===== config.mk =====
export PLATFORM = sky130hd
export DESIGN_NAME = uart_tx_arbiter
export DESIGN_NICKNAME = d
export VERILOG_FILES = /design/src/rtl/uart_pkg.sv /design/src/rtl/rr_pick.sv /design/src/rtl/uart_tx_arbiter.sv
export SDC_FILE = /design/constraint.sdc
export NUM_CORES = 1
export LEC_CHECK = 0
export BUFFER_PORTS_ARGS = -buffer_cell sky130_fd_sc_hd__buf_2
export CAP_MARGIN = 25
export CORE_ASPECT_RATIO = 0.7
export CORE_MARGIN = 4
export CORE_UTILIZATION = 50
export DETAILED_ROUTE_END_ITERATION = 8
export PLACE_DENSITY = 0.75
export SYNTH_ARGS = -nofsm -noshare
export SYNTH_HDL_FRONTEND = slang
export SYNTH_SLANG_ARGS = --single-unit

===== constraint.sdc =====
create_clock -name clk -period 3.5 [get_ports clk]
set_input_delay 0.7 -clock clk [delete_from_list [all_inputs] [get_ports clk]]
set_output_delay 0.7 -clock clk [all_outputs]
set_load 0.02 [all_outputs]

===== src/rtl/uart_pkg.sv =====
// Shared encodings and constants for the UART transmit arbiter.
package uart_pkg;

    typedef enum logic [1:0] {
        IDLE  = 2'd0,
        ISSUE = 2'd1,
        WAIT  = 2'd2
    } state_t;

    localparam int unsigned FRAME_BITS    = 10;
    localparam int unsigned GUARD_DEFAULT = 4;

endpackage


===== src/rtl/rr_pick.sv =====
// Combinational round-robin picker: first asserted request at or after ptr, wrapping.
module rr_pick #(
    parameter int unsigned N_REQ = 4,
    parameter int unsigned IDX_W = $clog2(N_REQ)
) (
    input  logic [N_REQ-1:0] req,
    input  logic [IDX_W-1:0] ptr,
    output logic [IDX_W-1:0] winner,
    output logic             any
);

    always_comb begin
        logic [31:0] idx;
        idx    = '0;
        winner = '0;
        any    = 1'b0;
        for (int unsigned i = 0; i < N_REQ; i++) begin
            idx = (32'(ptr) + i) % N_REQ;
            if (!any && req[idx]) begin
                winner = idx[IDX_W-1:0];
                any    = 1'b1;
            end
        end
    end

endmodule


===== src/rtl/uart_tx_arbiter.sv =====
// Round-robin byte arbiter feeding a single UART transmitter; holds off each
// new grant until the previous frame plus a guard interval has elapsed.
module uart_tx_arbiter
    import uart_pkg::*;
#(
    parameter int unsigned N_REQ = 4,
    parameter int unsigned GUARD = GUARD_DEFAULT
) (
    input  logic                       clk,
    input  logic                       rst,
    input  logic [31:0]                period,
    input  logic [N_REQ-1:0]           req_valid,
    input  logic [8*N_REQ-1:0]         req_data,
    output logic [N_REQ-1:0]           req_ready,
    output logic                       tx_sync,
    output logic [7:0]                 tx_data,
    output logic                       busy,
    output logic [$clog2(N_REQ)-1:0]   grant_id
);

    localparam int unsigned IDX_W = $clog2(N_REQ);

    state_t           state_q, state_d;
    logic [IDX_W-1:0] rr_ptr_q, rr_ptr_d;
    logic [IDX_W-1:0] grant_q, grant_d;
    logic [7:0]       data_q, data_d;
    logic [35:0]      cnt_q, cnt_d;
    logic [IDX_W-1:0] winner;
    logic             any;
    logic [N_REQ-1:0] ready_int;
    logic [31:0]      eff_period;
    logic [35:0]      frame_len;
    logic [31:0]      ptr_next;

    rr_pick #(
        .N_REQ (N_REQ),
        .IDX_W (IDX_W)
    ) u_rr_pick (
        .req    (req_valid),
        .ptr    (rr_ptr_q),
        .winner (winner),
        .any    (any)
    );

    // A zero period would give a zero-length frame; clamp to one clock per bit.
    assign eff_period = (period == 32'd0) ? 32'd1 : period;
    assign frame_len  = 36'(eff_period) * 36'(FRAME_BITS) + 36'(GUARD);

    always_comb begin
        state_d   = state_q;
        rr_ptr_d  = rr_ptr_q;
        grant_d   = grant_q;
        data_d    = data_q;
        cnt_d     = cnt_q;
        ready_int = '0;
        ptr_next  = '0;
        case (state_q)
            IDLE: begin
                if (any) begin
                    ready_int = N_REQ'(1) << winner;
                    data_d    = req_data[{winner, 3'b000} +: 8];
                    grant_d   = winner;
                    ptr_next  = 32'(winner) + 32'd1;
                    rr_ptr_d  = (ptr_next == N_REQ) ? '0 : ptr_next[IDX_W-1:0];
                    state_d   = ISSUE;
                end
            end
            ISSUE: begin
                // Period is sampled here only, so later changes leave this frame alone.
                cnt_d   = frame_len;
                state_d = WAIT;
            end
            WAIT: begin
                cnt_d = cnt_q - 36'd1;
                if (cnt_q <= 36'd1) begin
                    state_d = IDLE;
                end
            end
            default: state_d = IDLE;
        endcase
    end

    always_ff @(posedge clk or posedge rst) begin
        if (rst) begin
            state_q  <= IDLE;
            rr_ptr_q <= '0;
            grant_q  <= '0;
            data_q   <= 8'h00;
            cnt_q    <= '0;
        end else begin
            state_q  <= state_d;
            rr_ptr_q <= rr_ptr_d;
            grant_q  <= grant_d;
            data_q   <= data_d;
            cnt_q    <= cnt_d;
        end
    end

    assign req_ready = rst ? '0 : ready_int;
    assign tx_sync   = (state_q == ISSUE);
    assign busy      = (state_q != IDLE);
    assign tx_data   = data_q;
    assign grant_id  = grant_q;

endmodule


# Yosys cells after proc, flatten, opt, wreduce, memory -nomap -nowiden
# Cells that the tools add are included.
[totals]
output_inout_bits = 16
ff_bits = 50
[op_classes]
eq_ne = 5
addsub = 6
n_mux = 25
shifts = 2
magnitude_cmp = 5
mul = 1
n_reduce_logical = 12
[ops]
columns = ["operator", "n"]
rows = [
  ["36-bit one-hot mux with 2 select lines", 1],
  ["36-bit by 3-bit adder with 36-bit output, second input constant", 1],
  ["36-bit by 1-bit <= comparator with 1-bit output, second input constant", 1],
  ["36-bit by 1-bit subtractor with 36-bit output, second input constant", 1],
  ["32-bit by 3-bit multiplier with 35-bit output, second input constant", 1],
  ["32-bit zero test", 1],
  ["32-bit 2-to-1 mux", 1],
  ["32-bit by 6-bit indexed part select with 8-bit output", 1],
  ["2-bit 2-to-1 mux", 7],
  ["2-bit by 3-bit < comparator with 1-bit output, second input constant", 4],
  ["4-bit 2-to-1 mux", 3],
  ["1-bit binary-select mux with 2-bit select", 4],
  ["1-bit 2-to-1 mux", 8],
  ["2-bit one-hot mux with 3 select lines", 1],
  ["2-bit adder, second input constant", 2],
  ["2-bit inequality test, second input constant", 2],
  ["2-bit AND reduction", 2],
  ["2-bit nonzero test", 2],
  ["1-bit by 2-bit left shift with 4-bit output, first input constant", 1],
  ["2-bit by 1-bit adder with 3-bit output, second input constant", 1],
  ["3-bit == test, second input constant", 1],
  ["1-bit logical AND", 3],
  ["1-bit zero test", 3],
  ["2-bit by 1-bit adder with 2-bit output, second input constant", 1],
  ["other kinds (3)", 3],
]

# Depth between registers and ports, before layout
[logic_depth]
ltp_word = 16
depth_mapped = 17
depth_no_buf = 16

# Modules after synthesis
# Synthesis repeated with hierarchy kept, for this count alone.
[unflattened]
cells_unflattened = 807
hier_area_um2 = 6269.8
[by_module_without_submodules]
columns = ["module", "area_each_um2", "cells_each", "instances"]
rows = [
  ["uart_tx_arbiter", 6192.2, 792, 1],
  ["rr_pick", 77.6, 15, 1],
]

# Worst setup path after synthesis
# OpenSTA, ideal clock, no wires.
[synth_path]
kind = "input-to-reg"
start = "in period[1]"
end = "reg cnt_q[24]"
setup_time_ns = 0.131
path_stages = 17
path_slack_ns = -0.759
n_path_buf = 1
arrival_time_ns = 4.128
path_cell_list = "buf_2 nor4_1 nand4_1 o21bai_1 ha_1 ha_1 fa_1 a211oi_4 o21ai_4 xnor2_1 nor4_4 nand4_2 or3_1 nor4_2 and2b_1 xnor2_1 o21ai_1"
[synth_between]
elab_chain_cells = 5
[synth_lines]
columns = ["item", "line_no", "source"]
rows = [
  ["start, declared", "uart_tx_arbiter.sv:11", "input logic [31:0] period,"],
  ["32-bit zero test", "uart_tx_arbiter.sv:46", "assign eff_period = (period == 32'd0) ? 32'd1 : period;"],
  ["32-bit 2-to-1 mux *", "uart_tx_arbiter.sv:46", ""],
  ["32-bit by 3-bit multiplier with 35-bit output *", "uart_tx_arbiter.sv:47", "assign frame_len = 36'(eff_period) * 36'(FRAME_BITS) + 36'(GUARD);"],
  ["36-bit by 3-bit adder with 36-bit output *", "uart_tx_arbiter.sv:47", ""],
  ["36-bit one-hot mux with 2 select lines *", "uart_tx_arbiter.sv:57", "case (state_q)"],
  ["end signal, assigned", "uart_tx_arbiter.sv:95", "cnt_q <= cnt_d;"],
  ["end, declared", "uart_tx_arbiter.sv:27", "logic [35:0] cnt_q, cnt_d;"],
]
# Mark *: on every way between the ends. The rest lies on a longest branch, timed or not.
# A chain may end at the register's enable or synchronous reset.

# Worst setup path after layout
[layout_path]
start = "in period[24]"
end = "reg cnt_q[24]"
[layout_between]
elab_chain_cells = 5
[layout_lines]
columns = ["item", "line_no"]
rows = [
  ["32-bit zero test", "uart_tx_arbiter.sv:46"],
  ["32-bit 2-to-1 mux", "uart_tx_arbiter.sv:46"],
  ["32-bit by 3-bit multiplier with 35-bit output", "uart_tx_arbiter.sv:47"],
  ["36-bit by 3-bit adder with 36-bit output", "uart_tx_arbiter.sv:47"],
  ["36-bit one-hot mux with 2 select lines", "uart_tx_arbiter.sv:57"],
]
# Every way passes these cells.

==> reports/metrics.cfg <==
[routing]
drt_iter0_markers = 731
postRouteAntennaNets = 0
dr.pass1.iters = 5
drt_wl_total_um = 22300
vias = 7814
wl_per_cell_um = 17.5
drc = 0
via_per_inst = 6.15

[final_layout]
fillers = 908
area_delta_synth_final_pct = 42.6
fin_nets = 1246
regArea_mm2 = 0.00125
n_antenna_cell = 0
multiInputGateArea_mm2 = 0.00552
drive_gt1_frac = 0.383
final_util = 0.744

[floorplanning]
die_x_um = 146
die_y_um = 104
num_rows = 34
core-area_mm2 = 0.0127
start_util = 0.522
pin_count = 86
die_area_mm2 = 0.0152

[power_and_ir_drop]
p_per_area_mw_per_mm2 = 541
p_total_mw = 5.12
cellLeakagePower_nw = 4.29
ir_drop_v = 0.000380

[yosys]
avgSynthCellArea_um2 = 7.72
ys.warnings.count = 0
ys.flop_type = dfrtp_1
synth_cell_types = 86
yosysTopAreaCell = dfrtp_1
synth_top_area_frac = 0.188
async_flop_share = 1.00
seq_area_frac_synth = 0.188
syn-cell-area_mm2 = 0.00664
syn-num-nets = 998
syn_inst = 860
synthTopCellsByArea = dfrtp_1, ha_1, a21oi_1
synth_commonest_cells = nand2_1, a21oi_1, ha_1, o21ai_0
yosysMostFrequentCell = nand2_1
ys_seq_elements = 50
synth_edf_count = 0

[global_route]
grt_pass1_vias = 7094
grt_usage = 0.261
grt_pass1_wl_um = 33700
grt.overflow.total = 0
grt_max_degree = 66
antenna_found_initial = 0

[flow_run]
drv_cap = 0

[clock_network]
cts.htree.levels = 2
cts-root-buf = clkbuf_16
clockBufferDepth = 2
cts_buffers = 5
clock_latency_ns = 0.30
clk_pin_slew_ns = 0.07
clock-sinks = 50
cts_tree = done

[sta]
finClkSkew_ns = 0.0101
period_needed_ns = 4.30
finalHoldViolCount = 0
worst_pin_slew_ns = 0.716
fin_tns_setup_ns = -16.78
slew_violations = 0
slew_headroom = 0.521
finalCritPeriodShare = 1.23
setup_ws_ns = -0.804
rsz0062_at_grt = yes
fmax_mhz = 232
setup_viol = 27
fin_hold_ws_ns = 0.411

[critical_path]
max_stage_delay_ns = 0.41
end_kind = flop
critical_path.top_delay_family = simple AND/OR/NAND/NOR gates
cpMostUsedCell = nor4_4
criticalPathCategory = in2reg
start_kind = input port
path_cells = buf_8 > nor4_4 > nand4_1 > o21bai_1 > ha_2 > ha_4 > fa_2 > a211oi_4 > o21ai_4 > buf_4 > o21ai_2 > nor4_4 > nand4_4 > or3_4 > nor4_4 > and2b_1 > xnor2_1 > o21ai_1
required_ns = 3.66
path_max_fanout = 3
worst_path_max_delay_cell = or3_4
worst-path-buf-inv = 2
worstPathArrival_ns = 4.47

[worst_hold_path]
hp-class = in2async

[place]
place_congestion = 0.902
hpwl_um = 15400
io_buffers = 85
dpl_worst_slack_ns = -1.19

[status]
violations = setup timing
status = complete, but fails checks

[state kept, by name (all words and copies together) (netlist names), named ones only]
signal / count
cnt_q: 36
tx_data: 8
state_q: 2
grant_id: 2
rr_ptr_q: 1
[metrics by stage]
stage	std cells	instance area, µm²
after floorplan	860	6790
final	1271	9470
after detailed placement	1223	8520
after global routing	1271	9470
after CTS	1255	9130
after global placement	1222	8500
[power breakdown]
part | internal [mW] | switching (mW) | total [mW]
clock | 0.288 | 0.228 | 0.516
combinational | 1.47 | 1.96 | 3.43
sequential | 0.884 | 0.296 | 1.18
total | 2.64 | 2.48 | 5.12
[timing repair]
action,CTS,global route
setup buffers,28,19
hold buffers,0,0
resized for setup,51,41
endpoints found under the setup margin,27,27
pin swaps,37,39
[cells in the final DEF, fill, tap and decap left out, types with 25 or more instances in the layout]
master / instances
nor3_1: 25
o21ai_0: 46
ha_1: 64
buf_2: 77
dfrtp_1: 50
a21oi_1: 68
buf_4: 209
nor2_1: 37
nand2_1: 84
[logic make-up after synthesis]
| kind of cell | count (synthesis) | synth area share |
|---|---|---|
| mux | 14 | 0.0215 |
| buf+inv | 92 | 0.0592 |
| flops | 50 | 0.188 |
| simple gates | 310 | 0.252 |
| xor+xnor | 43 | 0.0567 |
| fa+ha+maj | 68 | 0.129 |
| compound gates | 283 | 0.293 |
[path summary, 6_finish.rpt]
| kind | slack [ns] | depth (start not counted) | startpoint | endpoint |
|---|---|---|---|---|
| setup / recovery | -0.80 | 18 | period[24] | cnt_q[24]$_DFFE_PP0P_ |
| hold / removal | 0.41 | 2 | rst | grant_id[1]$_DFFE_PP0P_ |
| setup reg to reg | 0.31 | 10 | cnt_q[16]$_DFFE_PP0P_ | cnt_q[35]$_DFFE_PP0P_ |
| hold reg to reg | 0.47 | 1 | tx_data[4]$_DFFE_PP0P_ | tx_data[4]$_DFFE_PP0P_ |
| max in group asynchronous | 2.54 | 3 | rst | cnt_q[7]$_DFFE_PP0P_ |
| min in group clk | 0.47 | 1 | tx_data[4]$_DFFE_PP0P_ | tx_data[4]$_DFFE_PP0P_ |
[routing by layer]
| metal | up-vias | part of all wire | GRT usage |
|---|---|---|---|
| met2 | 360 | 0.47 | 0.420 |
| met1 | 3685 | 0.43 | 0.367 |
| met3 | 77 | 0.073 | 0.0449 |
| met5 | - | 0 | 0 |
| met4 | 0 | 0.030 | 0.0576 |
| li1 | 3692 | - | - |
[cell type report]
class | count | area share
sequential | 50 | 0.132
timing repair buffer | 312 | 0.239
tap | 162 | 0.0214
multi-input combinational | 718 | 0.583
clock inverter | 2 | 0.00172
inverter | 21 | 0.00833
clock buffer | 6 | 0.0147
No activity file was read; power rests on OpenSTA's default activity.
